===== src/rtl/demux4_reg_if.sv =====
// Producer/consumer bundle for demux4_reg: one input stream, four output lanes.
// slave modport is the demux side; master is the producer/consumer side.
interface demux4_reg_if #(
    parameter int unsigned WIDTH = 32
);
    logic             in_valid;
    logic             in_ready;
    logic [1:0]       in_address;
    logic [WIDTH-1:0] in_data;
    logic [3:0]       out_valid;
    logic [3:0]       out_ready;
    logic [WIDTH-1:0] out0;
    logic [WIDTH-1:0] out1;
    logic [WIDTH-1:0] out2;
    logic [WIDTH-1:0] out3;
    logic [7:0]       count0;
    logic [7:0]       count1;
    logic [7:0]       count2;
    logic [7:0]       count3;

    modport slave (
        input  in_valid, in_address, in_data, out_ready,
        output in_ready, out_valid, out0, out1, out2, out3,
        output count0, count1, count2, count3
    );

    modport master (
        output in_valid, in_address, in_data, out_ready,
        input  in_ready, out_valid, out0, out1, out2, out3,
        input  count0, count1, count2, count3
    );
endinterface


===== src/rtl/demux4_reg.sv =====
// Registered 1-to-4 demultiplexer with a single-entry holding register per lane.
// Define DEMUX4_COUNT_EN to enable the per-lane 8-bit delivered-word counters.
module demux4_reg #(
    parameter int unsigned WIDTH = 32
) (
    input logic         clk,
    input logic         reset_n,
    demux4_reg_if.slave bus
);
    localparam logic EMPTY = 1'b0;
    localparam logic FULL  = 1'b1;

    logic [3:0]       valid_q;
    logic [3:0]       valid_d;
    logic [WIDTH-1:0] data_q [4];
    logic [3:0]       load;
    logic [3:0]       deliver;
    logic             in_ready;

    // Depends only on the addressed lane's state and its consumer.
    assign in_ready     = (valid_q[bus.in_address] == EMPTY) | bus.out_ready[bus.in_address];
    assign bus.in_ready = in_ready;

    always_comb begin
        load    = '0;
        deliver = valid_q & bus.out_ready;
        if (bus.in_valid && in_ready) begin
            load[bus.in_address] = 1'b1;
        end
        valid_d = valid_q;
        for (int k = 0; k < 4; k++) begin
            if (load[k]) begin
                valid_d[k] = FULL;
            end else if (deliver[k]) begin
                valid_d[k] = EMPTY;
            end
        end
    end

    always_ff @(posedge clk or negedge reset_n) begin
        if (!reset_n) begin
            valid_q <= '0;
            for (int k = 0; k < 4; k++) begin
                data_q[k] <= '0;
            end
        end else begin
            valid_q <= valid_d;
            for (int k = 0; k < 4; k++) begin
                if (load[k]) begin
                    data_q[k] <= bus.in_data;
                end
            end
        end
    end

    assign bus.out_valid = valid_q;
    assign bus.out0      = data_q[0];
    assign bus.out1      = data_q[1];
    assign bus.out2      = data_q[2];
    assign bus.out3      = data_q[3];

`ifdef DEMUX4_COUNT_EN
    logic [7:0] count_q [4];

    always_ff @(posedge clk or negedge reset_n) begin
        if (!reset_n) begin
            for (int k = 0; k < 4; k++) begin
                count_q[k] <= '0;
            end
        end else begin
            for (int k = 0; k < 4; k++) begin
                if (deliver[k]) begin
                    count_q[k] <= count_q[k] + 8'd1;
                end
            end
        end
    end

    assign bus.count0 = count_q[0];
    assign bus.count1 = count_q[1];
    assign bus.count2 = count_q[2];
    assign bus.count3 = count_q[3];
`else
    assign bus.count0 = 8'h00;
    assign bus.count1 = 8'h00;
    assign bus.count2 = 8'h00;
    assign bus.count3 = 8'h00;
`endif
endmodule

===== src/flat_wrapper.sv =====
// flat-port wrapper written by rule: the top's interface ports become plain ports
module demux4_reg_flat 
#(
    parameter int unsigned WIDTH = 32
)
  (clk, reset_n, bus_in_valid, bus_in_address, bus_in_data, bus_out_ready, bus_in_ready, bus_out_valid, bus_out0, bus_out1, bus_out2, bus_out3, bus_count0, bus_count1, bus_count2, bus_count3);
  demux4_reg_if #(.WIDTH(WIDTH)) bus_i ();
  input logic clk;
  input logic reset_n;
  input wire logic [$bits(bus_i.in_valid)-1:0] bus_in_valid;
  input wire logic [$bits(bus_i.in_address)-1:0] bus_in_address;
  input wire logic [$bits(bus_i.in_data)-1:0] bus_in_data;
  input wire logic [$bits(bus_i.out_ready)-1:0] bus_out_ready;
  output wire logic [$bits(bus_i.in_ready)-1:0] bus_in_ready;
  output wire logic [$bits(bus_i.out_valid)-1:0] bus_out_valid;
  output wire logic [$bits(bus_i.out0)-1:0] bus_out0;
  output wire logic [$bits(bus_i.out1)-1:0] bus_out1;
  output wire logic [$bits(bus_i.out2)-1:0] bus_out2;
  output wire logic [$bits(bus_i.out3)-1:0] bus_out3;
  output wire logic [$bits(bus_i.count0)-1:0] bus_count0;
  output wire logic [$bits(bus_i.count1)-1:0] bus_count1;
  output wire logic [$bits(bus_i.count2)-1:0] bus_count2;
  output wire logic [$bits(bus_i.count3)-1:0] bus_count3;
  assign bus_i.in_valid = bus_in_valid;
  assign bus_i.in_address = bus_in_address;
  assign bus_i.in_data = bus_in_data;
  assign bus_i.out_ready = bus_out_ready;
  assign bus_in_ready = bus_i.in_ready;
  assign bus_out_valid = bus_i.out_valid;
  assign bus_out0 = bus_i.out0;
  assign bus_out1 = bus_i.out1;
  assign bus_out2 = bus_i.out2;
  assign bus_out3 = bus_i.out3;
  assign bus_count0 = bus_i.count0;
  assign bus_count1 = bus_i.count1;
  assign bus_count2 = bus_i.count2;
  assign bus_count3 = bus_i.count3;
  demux4_reg #(.WIDTH(WIDTH)) u_core (.clk(clk), .reset_n(reset_n), .bus(bus_i));
endmodule

===== config.mk =====
export PLATFORM = sky130hd
export DESIGN_NAME = demux4_reg_flat
export DESIGN_NICKNAME = d
export VERILOG_FILES = /design/src/rtl/demux4_reg_if.sv /design/src/rtl/demux4_reg.sv /design/src/flat_wrapper.sv
export SDC_FILE = /design/constraint.sdc
export NUM_CORES = 1
export LEC_CHECK = 0
export CAP_MARGIN = 10
export CORE_ASPECT_RATIO = 0.9
export CORE_MARGIN = 4
export CORE_UTILIZATION = 40
export DETAILED_ROUTE_END_ITERATION = 10
export GPL_TIMING_DRIVEN = 0
export PLACE_DENSITY = 0.74
export SLEW_MARGIN = 30
export SYNTH_ARGS = -nofsm -noshare
export SYNTH_HDL_FRONTEND = slang
export SYNTH_SLANG_ARGS = --single-unit

===== constraint.sdc =====
create_clock -name clk -period 1.9 [get_ports clk]
set_input_delay 0.285 -clock clk [delete_from_list [all_inputs] [get_ports clk]]
set_output_delay 0.285 -clock clk [all_outputs]
set_load 0.02 [all_outputs]

* Yosys cells after proc, flatten, opt, wreduce, memory -nomap -nowiden
Cells that the tools add are included.
W data, S select, Z words.
** Word-level totals
- Bits in registers :: 132
- Output and inout port bits :: 165
- Bits in writable memories :: 0
- Latch bits :: 0
- ROM bits :: 0
- Memories :: 0
** Cells by class
- $lt $le $gt $ge :: 2
- Eq/ne operators :: 0
- Bitwise logic cells :: 3
- Shift-type cells :: 0
- Div/mod/pow operators :: 0
- Reduce and logical (&&, ||, !) cells :: 6
- Muxes and demuxes :: 15
- $mul :: 0
- $add $sub $neg :: 0
** Operator list (number)
- $mux W1 :: 11
- $reduce_bool A2 Y1 :: 4
- $and A4 B4 Y4 :: 1
- $bmux W1 S2 :: 2
- $mux W4 :: 1
- $lt A2 B3 Y1 const B :: 1
- $demux W1 S2 :: 1
- $ge A2 B1 Y1 const B :: 1
- $logic_and A1 B1 Y1 :: 2
- $not A1 Y1 :: 1
- $or A1 B1 Y1 :: 1

* Depth between registers and ports, before layout
- Word-level depth :: 7
- Gate-level depth with buffers :: 6
- Depth with buffers taken out :: 3

* Worst setup path after synthesis
Ideal clock, no wire load.
- Path kind :: flip-flop to flip-flop
- From :: reg u_core.valid_q[1], in the netlist u_core.bus.out_valid[1]
- To :: reg u_core.data_q, in the netlist u_core.bus.out1[10]
- Clock period less this slack :: 1.484 ns
- Path slack :: 0.416 ns
- Data arrival time :: 1.360 ns
- Stages on the path, launching flop included :: 5
- Required time :: 1.775 ns
- Path through :: dfrtp_1 nand2b_1 nor3b_4 buf_6 mux2_2
** Between the ends
- Word-level cells in the longest chain between the ends :: 6
** RTL lines
- start, declared :: line demux4_reg.sv:13 : logic [3:0] valid_q;
- start signal, assigned :: line demux4_reg.sv:47 : valid_q <= valid_d;
- $bmux W1 S2 :: line demux4_reg.sv:21 : assign in_ready = (valid_q[bus.in_address] == EMPTY) | bus.out_ready[bus.in_address];
- $mux W1 (implied by the code) :: line demux4_reg.sv:21
- $not A1 Y1 :: line demux4_reg.sv:21
- $or A1 B1 Y1 :: line demux4_reg.sv:21
- $logic_and A1 B1 Y1 :: line demux4_reg.sv:27 : if (bus.in_valid && in_ready) begin
- $mux W4 :: line demux4_reg.sv:27
- end signal, assigned by index :: line demux4_reg.sv:50 : data_q[k] <= bus.in_data;
- end, declared :: line demux4_reg.sv:15 : logic [WIDTH-1:0] data_q [4];
Every way passes these cells. The select of a mux whose other input is x is not followed.
A chain may end at the register's enable or synchronous reset.

* Worst setup path in the final report
- From :: in bus_out_ready[0]
- To :: out bus_in_ready
** Between the ends
- Word-level cells in the longest chain between the ends :: 3
** RTL lines
- start, declared :: line flat_wrapper.sv:13 : input wire logic [$bits(bus_i.out_ready)-1:0] bus_out_ready;
- $bmux W1 S2 :: line demux4_reg.sv:21
- $mux W1 (implied by the code) :: line demux4_reg.sv:21
- $or A1 B1 Y1 :: line demux4_reg.sv:21
- end, declared :: line flat_wrapper.sv:14 : output wire logic [$bits(bus_i.in_ready)-1:0] bus_in_ready;
Every way passes these cells. The select of a mux whose other input is x is not followed.

==> impl_metrics.ini <==
[outcome]
outcome = completed

[pwr]
ir_drop_uv = 856.9
p_leak_uw = 0.003472
power_uw = 10150
p_per_area_nw_per_um2 = 1275

[detailed_routing]
routed_wl_um = 12970
met2WireLength_um = 6099
wl_per_cell_um = 17.86
wl_met1_um = 5239
met3_length_um = 1490
route.vias.total = 3340
drtIter0Drc = 108
drt_first_pass_iters = 4
maxUsedRoutingLayer = met4
ant_nets = 0
via_per_inst = 4.601
drc = 0

[timing]
period_needed_ns = 1.825
finalCritPeriodShare = 0.9603
clock.fmax_ghz = 0.5481
setup_slack_ns = 0.07544
finalClockSkew_ns = 0.008438
hold_violations = 0
rsz0062_at_grt = false
tightest_slew_ns = 0.6180
setup_violations = 0
drv_slew = 0
whs_ns = 0.1879
max_slew_margin = 0.5880

[setup_path]
crit_start = bus_out_ready[0]
path_max_fanout = 3
worstPathRequired_ns = 1.62
r2r_cells = 4
reg2reg_from = u_core.bus.out_valid[0]$_DFFE_PN0P_
r2r_slack_ns = 0.26
cp_data_arrival_time_ns = 1.54
cp-start-kind = input pin
crit_type = in -> out
cp-endpoint = bus_in_ready
crit_path_end_kind = output port
regToRegEndpoint = u_core.bus.out0[14]$_DFFE_PN0P_

[cells_and_area]
drive_above_1_share = 0.3665
layout-area-overhead-vs-synth_pct = 51.85
num_antenna_cells = 0
utilization = 0.6228
nets = 590
fillCellCount = 1009

[yosys]
syn_area_per_cell_sq_um = 16.13
synth_xor_area_frac = 0
synth_cell_types = 18
synth_top_cell_by_area = dfrtp_1
synth_compound_area_frac = 0.0009544
ys_seq_area_frac = 0.6299
synth_area_leaders = dfrtp_1, mux2_2, buf_4
synth-simple-area-share = 0.01837
yosys.area_share.adder = 0
yosys_warnings = 0
ys_ff_latch = 132
synthMuxAreaShare = 0.2792
synth_top_family_by_area = multiplexers
synth_area_sq_um = 5244
synthCells = 325
synth_top_area_frac = 0.6299

[placement]
port_buffers = 172
place_congestion = 0.7336
dp_hpwl_um = 9344
place_ws_ns = -0.3403

[clock_tree]
cts_tree = yes
h-tree-depth = 4
cts_buffers = 17
cts_root_buf = clkbuf_16
postCtsSetupBuffers = 0
clk_pin_slew_ns = 0.06
clock-sinks = 132
clockBufferDepth = 2
clkLatencyLatePin_ns = 0.41

[min_path]
min_path_type = in -> reg
min_from = bus_in_address[1]

[floorplan]
die_area_sq_um = 15010
die_y_um = 116.6
num_rows = 39
core-area_sq_um = 12780
die_x_um = 128.7
top_level_ports = 206
start_util = 0.4102

[job]
drv_cap = 0

[global_route]
gr-usage-all-layers = 0.1797
antenna_found_initial = 0
grt_pass1_wl_um = 20400
grt_pass1_vias = 3693
grt_max_degree = 80
grt-ovfl-total = 0
==> logic make-up (layout without fill, tap and decap cells) <==
kind of cell,count (synthesis),after routing
flops,132,132
compound gates,1,1
simple gates,15,15
buf+inv,47,253
mux,129,129
other cells,1,32
==> worst min-delay path by stage <==
stage                                          endpoint  slack, ns  depth (start not counted)
floorplan                u_core.bus.out0[0]$_DFFE_PN0P_      -0.01                          0
global placement         u_core.bus.out1[5]$_DFFE_PN0P_       0.47                          1
detailed placement       u_core.bus.out0[8]$_DFFE_PN0P_       0.31                          1
CTS                 u_core.bus.out_valid[2]$_DFFE_PN0P_       0.17                          3
global route        u_core.bus.out_valid[2]$_DFFE_PN0P_       0.19                          3
finish              u_core.bus.out_valid[2]$_DFFE_PN0P_       0.19                          3
==> where the power goes <==
part	internal [uW]	leakage (uW)	switching, uW
Clock	2330	0.000310	1150
Combinational	1560	0.00159	1400
Sequential	3400	0.00157	314
Total	7290	0.00347	2870
==> final cells by class <==
| cell class | count | area (sq um) | area share |
|---|---|---|---|
| tap | 164 | 205.2 | 0.02577 |
| clock buffer | 24 | 491.7 | 0.06175 |
| clock inverter | 8 | 146.4 | 0.01838 |
| sequential | 132 | 3303 | 0.4148 |
| multi-input combinational | 177 | 1685 | 0.2117 |
| timing repair buffer | 174 | 1759 | 0.2209 |
| buffer | 47 | 371.6 | 0.04667 |
==> registers in the layout (all words and copies together), names as in the netlist <==
signal	count
u_core.bus.out3	32
u_core.bus.out0	32
u_core.bus.out2	32
u_core.bus.out1	32
u_core.bus.out_valid	4
==> metrics by stage <==
step	std cells	instance area (sq um)	TNS, ns
after floorplan	356	5360	0
after CTS	726	7963	0
after global routing	726	7963	0
final	726	7963	0
after detailed placement	693	7320	-16.34
after global placement	692	7287	-604.57
==> placed cells by master, fill, tap and decap left out, types with 3 or more instances in the layout <==
cell / n
buf_2: 6
buf_4: 32
buf_6: 9
bufinv_16: 4
clkbuf_1: 3
clkbuf_16: 17
clkbuf_8: 4
clkdlybuf4s50_1: 170
conb_1: 32
dfrtp_1: 132
mux2_1: 4
mux2_2: 124
nand2_1: 5
nand2b_1: 4
==> worst max-delay path, stage by stage <==
cell and delay, ns:
clkdlybuf4s50_1 0.39, nand2b_1 0.21, mux4_2 0.47, buf_2 0.18
==> cell usage after synthesis, drive strengths merged <==
cell / number
nor2b: 2
clkbuf: 1
mux2: 128
conb: 1
and3: 1
mux4: 1
nand3b: 1
dfrtp: 132
o21ai: 1
nand2: 5
nand2b: 4
buf: 46
nor3b: 1
nand3: 1
==> layer usage <==
layer | global-route usage | vias to the layer above
li1 | - | 1515
met1 | 0.2177 | 1662
met2 | 0.2776 | 151
met3 | 0.09191 | 12
met4 | 0.06438 | 0
met5 | 0 | -
==> what timing repair did <==
action / CTS / global route
gates resized for setup: 4 / 0
setup endpoints to repair: 1 / 0
endpoints found under the hold margin: 78 / 0
hold buffers: 1 / 0
Note: power is estimated with default switching activity, not from simulation.
